`src/rtl/act_lut_load_ctrl.sv`:
```
// Loader/arbiter for the 4096x16 sigmoid/tanh LUT RAM: streams a new table in,
// then hands the single RAM port to the cell for reads.
module act_lut_load_ctrl #(
   parameter int LUT_DEPTH      = 4096,
   parameter int LUT_ADDR_WIDTH = 12,
   parameter int LUT_DATA_WIDTH = 16
) (
   input  logic                      aclk,
   input  logic                      areset,
   input  logic                      load_start,
   input  logic [2:0]                load_type,
   input  logic [LUT_DATA_WIDTH-1:0] s_lut_data,
   input  logic                      s_lut_valid,
   input  logic                      s_lut_last,
   output logic                      s_lut_ready,
   input  logic                      cell_ren,
   input  logic [LUT_ADDR_WIDTH-1:0] cell_addr,
   output logic [LUT_DATA_WIDTH-1:0] cell_dout,
   output logic                      mem_en,
   output logic                      mem_wen,
   output logic [LUT_ADDR_WIDTH-1:0] mem_addr,
   output logic [LUT_DATA_WIDTH-1:0] mem_din,
   input  logic [LUT_DATA_WIDTH-1:0] mem_dout,
   output logic                      lut_vld,
   output logic [2:0]                lut_type,
   output logic                      load_busy,
   output logic                      load_done,
   output logic                      err_short,
   output logic                      err_long,
   output logic                      rd_drop
);

   typedef enum logic [1:0] {IDLE, LOAD, DRAIN, READY} state_t;

   localparam logic [LUT_ADDR_WIDTH-1:0] CNT_LAST = LUT_ADDR_WIDTH'(LUT_DEPTH - 1);

   state_t                    state_q, state_d;
   logic [LUT_ADDR_WIDTH-1:0] cnt_q, cnt_d;
   logic [2:0]                type_q, type_d;
   logic                      err_short_q, err_short_d;
   logic                      err_long_q, err_long_d;
   logic                      rd_drop_q, rd_drop_d;
   logic                      load_done_q, load_done_d;
   logic                      hs;

   always_ff @(posedge aclk) begin
      if (areset) begin
         state_q     <= IDLE;
         cnt_q       <= '0;
         type_q      <= 3'b111;
         err_short_q <= 1'b0;
         err_long_q  <= 1'b0;
         rd_drop_q   <= 1'b0;
         load_done_q <= 1'b0;
      end else begin
         state_q     <= state_d;
         cnt_q       <= cnt_d;
         type_q      <= type_d;
         err_short_q <= err_short_d;
         err_long_q  <= err_long_d;
         rd_drop_q   <= rd_drop_d;
         load_done_q <= load_done_d;
      end
   end

   assign s_lut_ready = (state_q == LOAD) || (state_q == DRAIN);
   assign hs          = s_lut_valid & s_lut_ready;

   always_comb begin
      state_d     = state_q;
      cnt_d       = cnt_q;
      type_d      = type_q;
      err_short_d = err_short_q;
      err_long_d  = err_long_q;
      rd_drop_d   = rd_drop_q;
      load_done_d = 1'b0;
      case (state_q)
         IDLE, READY: begin
            if (load_start) begin
               state_d     = LOAD;
               cnt_d       = '0;
               type_d      = load_type;
               err_short_d = 1'b0;
               err_long_d  = 1'b0;
            end
         end
         LOAD: begin
            if (hs) begin
               cnt_d = cnt_q + 1'b1;
               if (s_lut_last) begin
                  if (cnt_q == CNT_LAST) begin
                     state_d     = READY;
                     load_done_d = 1'b1;
                  end else begin
                     state_d     = IDLE;
                     err_short_d = 1'b1;
                  end
               end else if (cnt_q == CNT_LAST) begin
                  state_d = DRAIN;
               end
            end
         end
         DRAIN: begin
            // Overflow beats are swallowed; the first LUT_DEPTH words stay in RAM.
            if (hs && s_lut_last) begin
               state_d     = READY;
               err_long_d  = 1'b1;
               load_done_d = 1'b1;
            end
         end
         default: state_d = IDLE;
      endcase
      if (load_done_d) rd_drop_d = 1'b0;
      if (cell_ren && state_q != READY) rd_drop_d = 1'b1;
   end

   // Single RAM port: loader owns it in LOAD, cell owns it in READY.
   always_comb begin
      mem_en   = 1'b0;
      mem_wen  = 1'b0;
      mem_addr = cnt_q;
      mem_din  = s_lut_data;
      case (state_q)
         LOAD: begin
            mem_en  = hs;
            mem_wen = hs;
         end
         READY: begin
            mem_en   = cell_ren;
            mem_addr = cell_addr;
         end
         default: ;
      endcase
   end

   assign cell_dout = mem_dout;
   assign lut_vld   = (state_q == READY);
   assign lut_type  = type_q;
   assign load_busy = s_lut_ready;
   assign load_done = load_done_q;
   assign err_short = err_short_q;
   assign err_long  = err_long_q;
   assign rd_drop   = rd_drop_q;

endmodule

```
`config.mk`:
```
export PLATFORM = sky130hd
export DESIGN_NAME = act_lut_load_ctrl
export DESIGN_NICKNAME = d
export VERILOG_FILES = /design/src/rtl/act_lut_load_ctrl.sv
export SDC_FILE = /design/constraint.sdc
export NUM_CORES = 1
export LEC_CHECK = 0
export BUFFER_PORTS_ARGS = -buffer_cell sky130_fd_sc_hd__buf_4
export CAP_MARGIN = 20
export CORE_MARGIN = 3
export CORE_UTILIZATION = 45
export CTS_BUF_LIST = sky130_fd_sc_hd__clkbuf_4
export DETAILED_ROUTE_END_ITERATION = 12
export PLACE_DENSITY = 0.88
export SYNTH_ARGS = -nofsm -noshare
export SYNTH_HDL_FRONTEND = slang
export SYNTH_SLANG_ARGS = --single-unit
```
`constraint.sdc`:
```
create_clock -name aclk -period 4.5 [get_ports aclk]
set_input_delay 0.9 -clock aclk [delete_from_list [all_inputs] [get_ports aclk]]
set_output_delay 0.9 -clock aclk [all_outputs]
set_load 0.05 [all_outputs]
```
==> flow_summary.toml <==
[yosys]
synth-main-ff-cell = "dfxtp_1"
synthArstFlopShare = 0
ys_seq_elements = 21
synth_seq_area_share = 0.286
synth_compound_area_frac = 0.168
synth.distinct_cells = 40
ys_warn_count = 0
synth-edff-count = 0
avgSynthCellArea_um2 = 8.55
synth_top_family_by_area = "buffers and inverters"
yosys.area_share.simple = 0.189
syn_nets = 229
synth_xor_area_frac = 0.0179
synth_area_um2 = 1470
synthCells = 172
synthAdderAreaFrac = 0.0340
synthMuxAreaShare = 0.0910

[global_route]
antenna_found_initial = 0
grt_use_total = 0.154
grt_max_degree = 17
grt_overflow = 0
grt_first_pass_wirelength_mm = 5.05
first_global_vias = 1122

[setup_path]
cp.arrival_ns = 1.94
slowest_stage = "ha_1"
cpPeakStageDelay_ns = 0.63
ff2ff_path_depth = 6
reg2reg_from = "state_q[0]$_SDFFE_PP0P_"
crit_family = "adder cells"
path_depth = 3
worstPathMaxFanout = 16
worstSetupPathType = "flip-flop to output pin"
start_kind = "flip-flop"
cp_data_required_time_ns = 3.60
critPathLaunch = "state_q[0]$_SDFFE_PP0P_"
critPathBufInv = 1
crit_chain = "ha_1 -> mux2_2 -> buf_4"
critical_path.endpoint_type = "output pin"

[pwr]
comb_power_share = 0.311
netSwitchingFraction = 0.348
seq_power_share = 0.463
power.net_switching_mw = 0.150
p_clk_frac = 0.226
p_int_mw = 0.281
power.leakage_nw = 0.674
p_per_area_nw_per_um2 = 270
peakVddDrop_v = 0.000145
finalPower_mw = 0.432

[cts]
numClockSinks = 21
numCtsBuffers = 3
cts-root-buf = "clkbuf_4"
cts_tree = "built"
clock_latency_ns = 0.30
post_cts_resize_count = 0
holdBufCountCts = 0
clk_pin_slew_worst_paths_ns = 0.11
cts_buffer_depth = 2
cts_setup_buffers = 0
htreeDepth = 1

[floorplan]
dieWidth_um = 63.2
io_pins = 109
fp-row-count = 20
initial_core_util = 0.478
die_h_um = 63.2
fp.dieArea_um2 = 3990
core_um2 = 3080

[layout]
syn_to_final_growth_pct = 8.59
antenna_cells = 0
fillCellCount = 303
finish.utilization = 0.519
final_nets = 239
final_cell_mix = "44 x buf_4, 21 x dfxtp_1, 11 x mux2_2, 11 x o21ai_0, 11 x nand3_1"
multi_input_area_um2 = 736
drive_gt1_frac = 0.348
regArea_um2 = 420
final_common_cell = "buf_4"

[sta]
hold_viol = 0
hold-worst-slack_ns = 0.484
rsz0062_at_grt = "false"
period_needed_ns = 2.84
finalWorstSetupSlack_ns = 1.66
maxSlewHeadroom = 0.506
fin_skew_ns = 0.00293
setup_viol = 0
max_freq_ghz = 0.352
fin_crit_sh = 0.631
setup_tns_ns = 0
worstMarginPinSlew_ns = 0.736
drv_slew = 0

[placement]
dp_hpwl_mm = 2.35
dp_slack_ns = 1.99
gp_congestion = 0.827
port-buffer-count = 44

[worst_hold_path]
hold_start = "lut_type[2]$_SDFFE_PP1P_"
hp-class = "flip-flop to flip-flop"
hold_path_depth = 2

[drt]
wl_mm = 3.05
drtAntennaViolNets = 0
firstDrtPassIters = 4
via_per_inst = 5.21
dr_total_vias = 1172
drt_iter0_drc = 17
remaining_drc_errors = 0
wl_per_cell_um = 13.6

[job]
cap_viol_max_count = 0

[run_status]
status = "complete, no violations"
## registers in the layout, summed over array words and instances (netlist names)
name       flops
state_q        2
err_short      1
cnt_q         12
lut_type       3
load_done      1
rd_drop        1
err_long       1
## synthesized netlist by cell type, drive strengths merged, types with 3 or more instances
library cell	n	area share
buf	36	0.19
nand4	3	0.013
ha	4	0.034
inv	7	0.018
or3	7	0.030
o21ai	12	0.041
mux2	11	0.084
nand3	11	0.037
dfxtp	21	0.29
nand2	8	0.020
nor2	9	0.023
a21oi	9	0.031
clkbuf	3	0.0077
## worst register-to-register path, stage by stage, from the launching register on
cell       delay (ns)
dfxtp_1          0.40
inv_1            0.07
ha_1             0.46
and3b_1          0.46
o2111ai_4        0.22
or3_1            0.35
a21oi_1          0.14
## layout make-up
cell class / instances / share of cell area
well taps: 44 / 0.0345
repair buffers: 44 / 0.207
inverters: 7 / 0.0164
clock buffers: 4 / 0.0188
multi-input cells: 105 / 0.460
flip-flops and latches: 21 / 0.263
## final timing paths
path | end | slack [ns]
setup / recovery | mem_addr[11] | 1.66
hold / removal | lut_type[2]$_SDFFE_PP1P_ | 0.48
setup reg to reg | cnt_q[11]$_SDFFE_PP0P_ | 2.33
hold reg to reg | lut_type[2]$_SDFFE_PP1P_ | 0.48
## power by group through the flow
stage               Clock, mW  Combinational, mW  Sequential, mW
floorplan                   0              0.156           0.223
global placement            0              0.132           0.204
detailed placement          0              0.135           0.204
CTS                    0.0981              0.135           0.200
global route            0.108              0.144           0.201
finish                 0.0976              0.134           0.200
## cell families (layout without fill, tap and decap cells)
kind of cell             count (synthesis)  after routing
multiplexers                            12             12
AO/OA/AOI/OAI                           34             34
flip-flops                              21             21
AND/OR/NAND/NOR                         52             52
adder cells (fa/ha/maj)                  4              4
buffers and inverters                   46             55
XOR/XNOR                                 3              3
## stage by stage
stage / instances / area (um2)
final: 225 / 1600
after global routing: 225 / 1600
after global placement: 221 / 1570
after CTS: 225 / 1600
after detailed placement: 221 / 1570
after floorplan: 172 / 1470
## routing by layer
layer,global-route usage,share of wire
met5,0,0
met4,0.0728,0.011
met3,0.0285,0.069
met2,0.260,0.47
met1,0.189,0.44
No activity file was read; power rests on OpenSTA's default activity.
